<file path="src/rtl/sc_pkg.sv">
// Shared constants and types for the stochastic-computing datapath:
// operand width, stream length, Sobol direction vectors and SNG state.
package sc_pkg;

    localparam int WIDTH      = 6;
    localparam int STREAM_LEN = 1 << WIDTH;

    // Element [k] holds direction vector v_(k+1), so [0] is the MSB-weight vector.
    typedef logic [WIDTH-1:0][WIDTH-1:0] dirv_t;

    localparam dirv_t DIM1_V = {6'd1, 6'd2, 6'd4, 6'd8, 6'd16, 6'd32};
    localparam dirv_t DIM2_V = {6'd51, 6'd34, 6'd60, 6'd40, 6'd48, 6'd32};

    typedef enum logic {
        IDLE,
        RUN
    } state_t;

endpackage

</file>
<file path="src/rtl/sobol_seq_gen.sv">
// One Sobol dimension in Gray-code form: each advance XORs in the direction
// vector selected by the lowest zero bit of the current index n.
module sobol_seq_gen
    import sc_pkg::*;
#(
    parameter dirv_t DIRV = DIM1_V
) (
    input  logic             clk,
    input  logic             rst,
    input  logic             clr,
    input  logic             adv,
    input  logic [WIDTH-1:0] n,
    output logic [WIDTH-1:0] x
);

    logic [WIDTH-1:0] step;

    // Scanning downward lets the lowest zero bit win; an all-ones n selects no vector.
    always_comb begin
        step = '0;
        for (int k = WIDTH - 1; k >= 0; k--) begin
            if (!n[k]) step = DIRV[k];
        end
    end

    always_ff @(posedge clk or negedge rst) begin
        if (!rst) begin
            x <= '0;
        end else if (clr) begin
            x <= '0;
        end else if (adv) begin
            x <= x ^ step;
        end
    end

endmodule

</file>
<file path="src/rtl/sobol_sng_bank.sv">
// Bank of Sobol-driven stochastic number generators: latches N_OPS operands and
// emits one 64-bit stream each. Optional digital shift: define SNG_SCRAMBLE_EN.
module sobol_sng_bank #(
    parameter int WIDTH      = sc_pkg::WIDTH,
    parameter int N_OPS      = 8,
    parameter int STREAM_LEN = sc_pkg::STREAM_LEN
) (
    input  logic                   clk,
    input  logic                   rst,
    input  logic                   en_in,
    input  logic [N_OPS*WIDTH-1:0] num,
`ifdef SNG_SCRAMBLE_EN
    input  logic [WIDTH-1:0]       scramble,
`endif
    output logic                   busy,
    output logic                   bit_valid,
    output logic                   bit_first,
    output logic                   bit_last,
    output logic [N_OPS-1:0]       bits
);

    import sc_pkg::*;

    localparam logic [WIDTH-1:0] LAST_IDX = WIDTH'(STREAM_LEN - 1);

    state_t                 state;
    logic [WIDTH-1:0]       idx;
    logic [N_OPS*WIDTH-1:0] opnd;
    logic [WIDTH-1:0]       x1;
    logic [WIDTH-1:0]       x2;
    logic [WIDTH-1:0]       s1;
    logic [WIDTH-1:0]       s2;
    logic                   start;
    logic                   adv;

    function automatic logic above(input logic [WIDTH-1:0] a, input logic [WIDTH-1:0] b);
        return a > b;
    endfunction

    assign start = (state == IDLE) && en_in;
    // The generators hold on the final index; the next start clears them anyway.
    assign adv   = (state == RUN) && (idx != LAST_IDX);

`ifdef SNG_SCRAMBLE_EN
    logic [WIDTH-1:0] scr;

    always_ff @(posedge clk or negedge rst) begin
        if (!rst) begin
            scr <= '0;
        end else if (start) begin
            scr <= scramble;
        end
    end

    assign s1 = x1 ^ scr;
    assign s2 = x2 ^ scr;
`else
    assign s1 = x1;
    assign s2 = x2;
`endif

    always_ff @(posedge clk or negedge rst) begin
        if (!rst) begin
            state <= IDLE;
            idx   <= '0;
            opnd  <= '0;
        end else begin
            case (state)
                IDLE: begin
                    if (en_in) begin
                        opnd  <= num;
                        idx   <= '0;
                        state <= RUN;
                    end
                end
                RUN: begin
                    if (idx == LAST_IDX) begin
                        idx   <= '0;
                        state <= IDLE;
                    end else begin
                        idx <= idx + 1'b1;
                    end
                end
                default: state <= IDLE;
            endcase
        end
    end

    sobol_seq_gen #(.DIRV(DIM1_V)) u_dim1 (
        .clk (clk),
        .rst (rst),
        .clr (start),
        .adv (adv),
        .n   (idx),
        .x   (x1)
    );

    sobol_seq_gen #(.DIRV(DIM2_V)) u_dim2 (
        .clk (clk),
        .rst (rst),
        .clr (start),
        .adv (adv),
        .n   (idx),
        .x   (x2)
    );

    // Operand k=0 is num1 (odd) and uses dimension 1; pairs stay decorrelated.
    always_comb begin
        bits = '0;
        if (state == RUN) begin
            for (int k = 0; k < N_OPS; k++) begin
                bits[k] = above(opnd[k*WIDTH +: WIDTH], (k % 2 == 0) ? s1 : s2);
            end
        end
    end

    assign busy      = (state == RUN);
    assign bit_valid = (state == RUN);
    assign bit_first = (state == RUN) && (idx == '0);
    assign bit_last  = (state == RUN) && (idx == LAST_IDX);

endmodule

</file>
<file path="config.mk">
export PLATFORM = sky130hd
export DESIGN_NAME = sobol_sng_bank
export DESIGN_NICKNAME = d
export VERILOG_FILES = /design/src/rtl/sc_pkg.sv /design/src/rtl/sobol_seq_gen.sv /design/src/rtl/sobol_sng_bank.sv
export SDC_FILE = /design/constraint.sdc
export NUM_CORES = 1
export LEC_CHECK = 0
export BUFFER_PORTS_ARGS = -buffer_cell sky130_fd_sc_hd__buf_4
export CORE_MARGIN = 10
export CORE_UTILIZATION = 57
export CTS_CLUSTER_SIZE = 12
export DETAILED_ROUTE_END_ITERATION = 6
export PLACE_DENSITY_LB_ADDON = 0.08
export SLEW_MARGIN = 0
export SYNTH_ARGS = -nofsm -noshare
export SYNTH_HDL_FRONTEND = slang
export SYNTH_HIERARCHICAL = 1
export SYNTH_SLANG_ARGS = --single-unit
</file>
<file path="constraint.sdc">
create_clock -name clk -period 2.6 [get_ports clk]
set_input_delay 0.39 -clock clk [delete_from_list [all_inputs] [get_ports clk]]
set_output_delay 0.39 -clock clk [all_outputs]
set_load 0.01 [all_outputs]
</file>
==> metrics.csv <==
stage,metric,value,unit
global_route,antenna_found_initial,0,
layout,nFillCells,517,
critical_path,cp-end-kind,output port,
synth,async_flop_share,100,%
floorplanning,fp.dieW,103,µm
critical_path,cp_cell_sequence,"inv_1, ha_1, and4_1, a31o_2, a31oi_1, buf_4",
global_route,grt_util_all_layers,17.1,%
synth,synth-warning-count,6,
cts,hold_buffers,0,
cts,cts_root_buf,clkbuf_8,
timing,hold_violations,0,
timing,period_minus_slack,2.40,ns
synth,yosysMostFrequentCell,dfrtp_1,
pwr,cellPowerDensity,1210,nW/µm²
routing,dr.first_iter.drc_count,152,
layout,area_growth,19.4,%
placed_design,place_hpwl,6130,µm
cts,cts_buffers,9,
synth,syn_inst,357,
synth,synth_area_leaders,"dfrtp_1 43%, ha_1 16%, mux2_2 8.3%, mux2_1 3.7%, o21ai_0 3.3%",
routing,firstDrtPassIters,4,
critical_path,crit_arrival,2.01,ns
timing,worst_slew_pin_slew,0.823,ns
hold_path,hold_class,in2async,
global_route,grt-ovfl-total,0,
floorplanning,dieArea,10600,µm²
cts,cts_tree,built,
layout,n_antenna_cell,0,
layout,nets,527,
routing,post-route-drc-count,0,
pwr,power_leakage,2.26,nW
synth,synth_common_cells,"67 x dfrtp_1, 50 x ha_1, 29 x mux2_2, 26 x o21ai_0, 24 x inv_1",
floorplanning,rows,30,
critical_path,cp.depth,6,
critical_path,required,2.21,ns
synth,syn_nets,458,
global_route,grt_pass1_vias,3081,
status,status,"finished, final reports clean",
cts,clk_path_buf_depth,2,
critical_path,reg2regPathDepth,7,
synth,synth_seq_area_share,42.8,%
cts,cts_resized,0,
routing,routed_wl,8280,µm
routing,vias,2892,
pwr,power,0.00564,W
timing,rsz0062_at_grt,false,
critical_path,crit_family,compound AO/OA/AOI/OAI gates,
cts,clkLatencyLatePin,0.34,ns
timing,hold_ws,0.154,ns
synth,synth_cell_types,42,
synth,syn-cell-area,3920,µm²
synth,synth_edf_count,0,
synth,synth_top_area_cell,dfrtp_1,
placed_design,port_buffers,62,
timing,fin_crit_sh,92.4,%
critical_path,crit_fanout,4,
critical_path,start_kind,register,
floorplanning,core,6720,µm²
synth,ys_ff_latch,67,
timing,fmax,0.416,GHz
critical_path,crit_buf_inv,2,
cts,clock_sinks,67,
routing,wl_per_cell,16.2,µm
routing,m1WireLength,3650,µm
job,drv_cap,0,
placed_design,placed_cells,495,
cts,cts_max_level,3,
floorplanning,die_h,103,µm
timing,fin_setup_tns,0,ns
synth,synth_flop_cell,dfrtp_1,
timing,finClkSkew,0.00621,ns
synth,synth.top_cell.area_share,42.8,%
layout,fin_area,4680,µm²
placed_design,gp_congestion,0.845,
timing,setup-violations-final,0,
critical_path,crit_slowest_cell,dfrtp_1,
routing,routed_via_density,5.67,
routing,ant_nets,0,
routing,dr_wl_met3,526,µm
timing,slew_headroom,45.1,%
pwr,irDropWorstVdd,0.751,mV
global_route,grt_max_degree,68,
critical_path,max_stage_delay,0.40,ns
placed_design,place_area,4460,µm²
layout,drive_above_1_share,28.4,%
timing,slew_violations,0,
routing,wl_met2,4030,µm
floorplanning,num_io_pins,63,
floorplanning,initial_core_util,58.3,%
cts,clk_pin_slew,0.07,ns
synth,avgSynthCellArea,11.0,µm²
layout,stdcell_count,510,
global_route,grt_pass1_wl,14400,µm
critical_path,path_class,reg2out,
cts,post_cts_buffers,0,
routing,top_layer,met4,
-- final timing paths --
path / endpoint / startpoint / slack, ns
setup / recovery: bits[0] / u_dim1/x[5] / 0.20
hold / removal: opnd[25] / rst / 0.15
setup reg to reg: u_dim2/x[1] / idx[0] / 0.37
hold reg to reg: opnd[46] / opnd[46] / 0.50
max in group asynchronous: idx[0] / rst / 1.91
min in group clk: idx[4] / en_in / 0.25
-- cells in the final DEF, fill, tap and decap left out, types with 3 or more instances in the layout --
| cell type | instances |
|---|---|
| o21ai_0 | 26 |
| nand4_1 | 3 |
| buf_4 | 67 |
| nand3_1 | 14 |
| a21oi_1 | 17 |
| dfrtp_1 | 67 |
| or3_1 | 8 |
| nor2b_1 | 14 |
| and4_1 | 8 |
| nand2b_1 | 3 |
| nor2_1 | 7 |
| clkbuf_8 | 13 |
| ha_1 | 50 |
| mux2_2 | 29 |
| a31oi_1 | 9 |
| mux2_1 | 13 |
| a31o_2 | 8 |
| inv_1 | 24 |
| a21o_1 | 8 |
| nand2_1 | 18 |
-- where the power goes --
group | internal (W) | leakage (nW) | total (W) | switching (W)
Sequential | 0.00155 | 0.815 | 0.00195 | 0.000398
Clock | 0.000544 | 0.109 | 0.000919 | 0.000375
Combinational | 0.00142 | 1.33 | 0.00278 | 0.00135
-- flip-flops by register name (all words and copies together), names as in the netlist --
signal,count
u_dim2/x,6
u_dim1/x,6
opnd,48
bit_valid,1
idx,6
-- cell type report --
| type | count | area [µm²] | area share, % |
|---|---|---|---|
| sequential | 67 | 1680 | 35.8 |
| clock inverter | 1 | 30.0 | 0.642 |
| inverter | 24 | 90.1 | 1.93 |
| tap | 80 | 100 | 2.14 |
| multi-input combinational | 257 | 2090 | 44.8 |
| timing repair buffer | 67 | 503 | 10.8 |
| clock buffer | 14 | 183 | 3.91 |
-- worst register-to-register path, stage by stage (launching register included) --
cell and delay (ns):
dfrtp_1 0.53, ha_1 0.33, inv_1 0.06, o21ai_1 0.09
inv_1 0.26, o211ai_2 0.18, a211oi_1 0.31, mux2_2 0.37
-- kinds of logic (layout without fill, tap and decap cells) --
kind of cell / count (synthesis) / count (layout) / share of synthesized area [%]
and+or+nand+nor: 85 / 85 / 12.5
AOI/OAI and AO/OA: 78 / 78 / 12.3
DFF: 67 / 67 / 42.8
adders and majority gates: 50 / 50 / 16.0
muxes: 42 / 42 / 12.1
buffers and inverters: 33 / 106 / 3.93
xor gates and xnor gates: 2 / 2 / 0.447
-- per-stage QoR --
step | utilization, % | setup WS [ns]
after global routing | 69.6 | 0.107
after floorplan | - | 0.626
after detailed placement | 66.4 | 0.372
after CTS | 69.6 | 0.189
after global placement | 66.4 | 0.486
final | 69.6 | 0.198
-- per-layer routing --
metal | vias to the layer above | track usage (%)
met5 | - | 0
met4 | 0 | 6.20
met3 | 7 | 4.69
met2 | 70 | 29.0
met1 | 1369 | 20.3
li1 | 1446 | -
(Power assumes the default switching activity.)
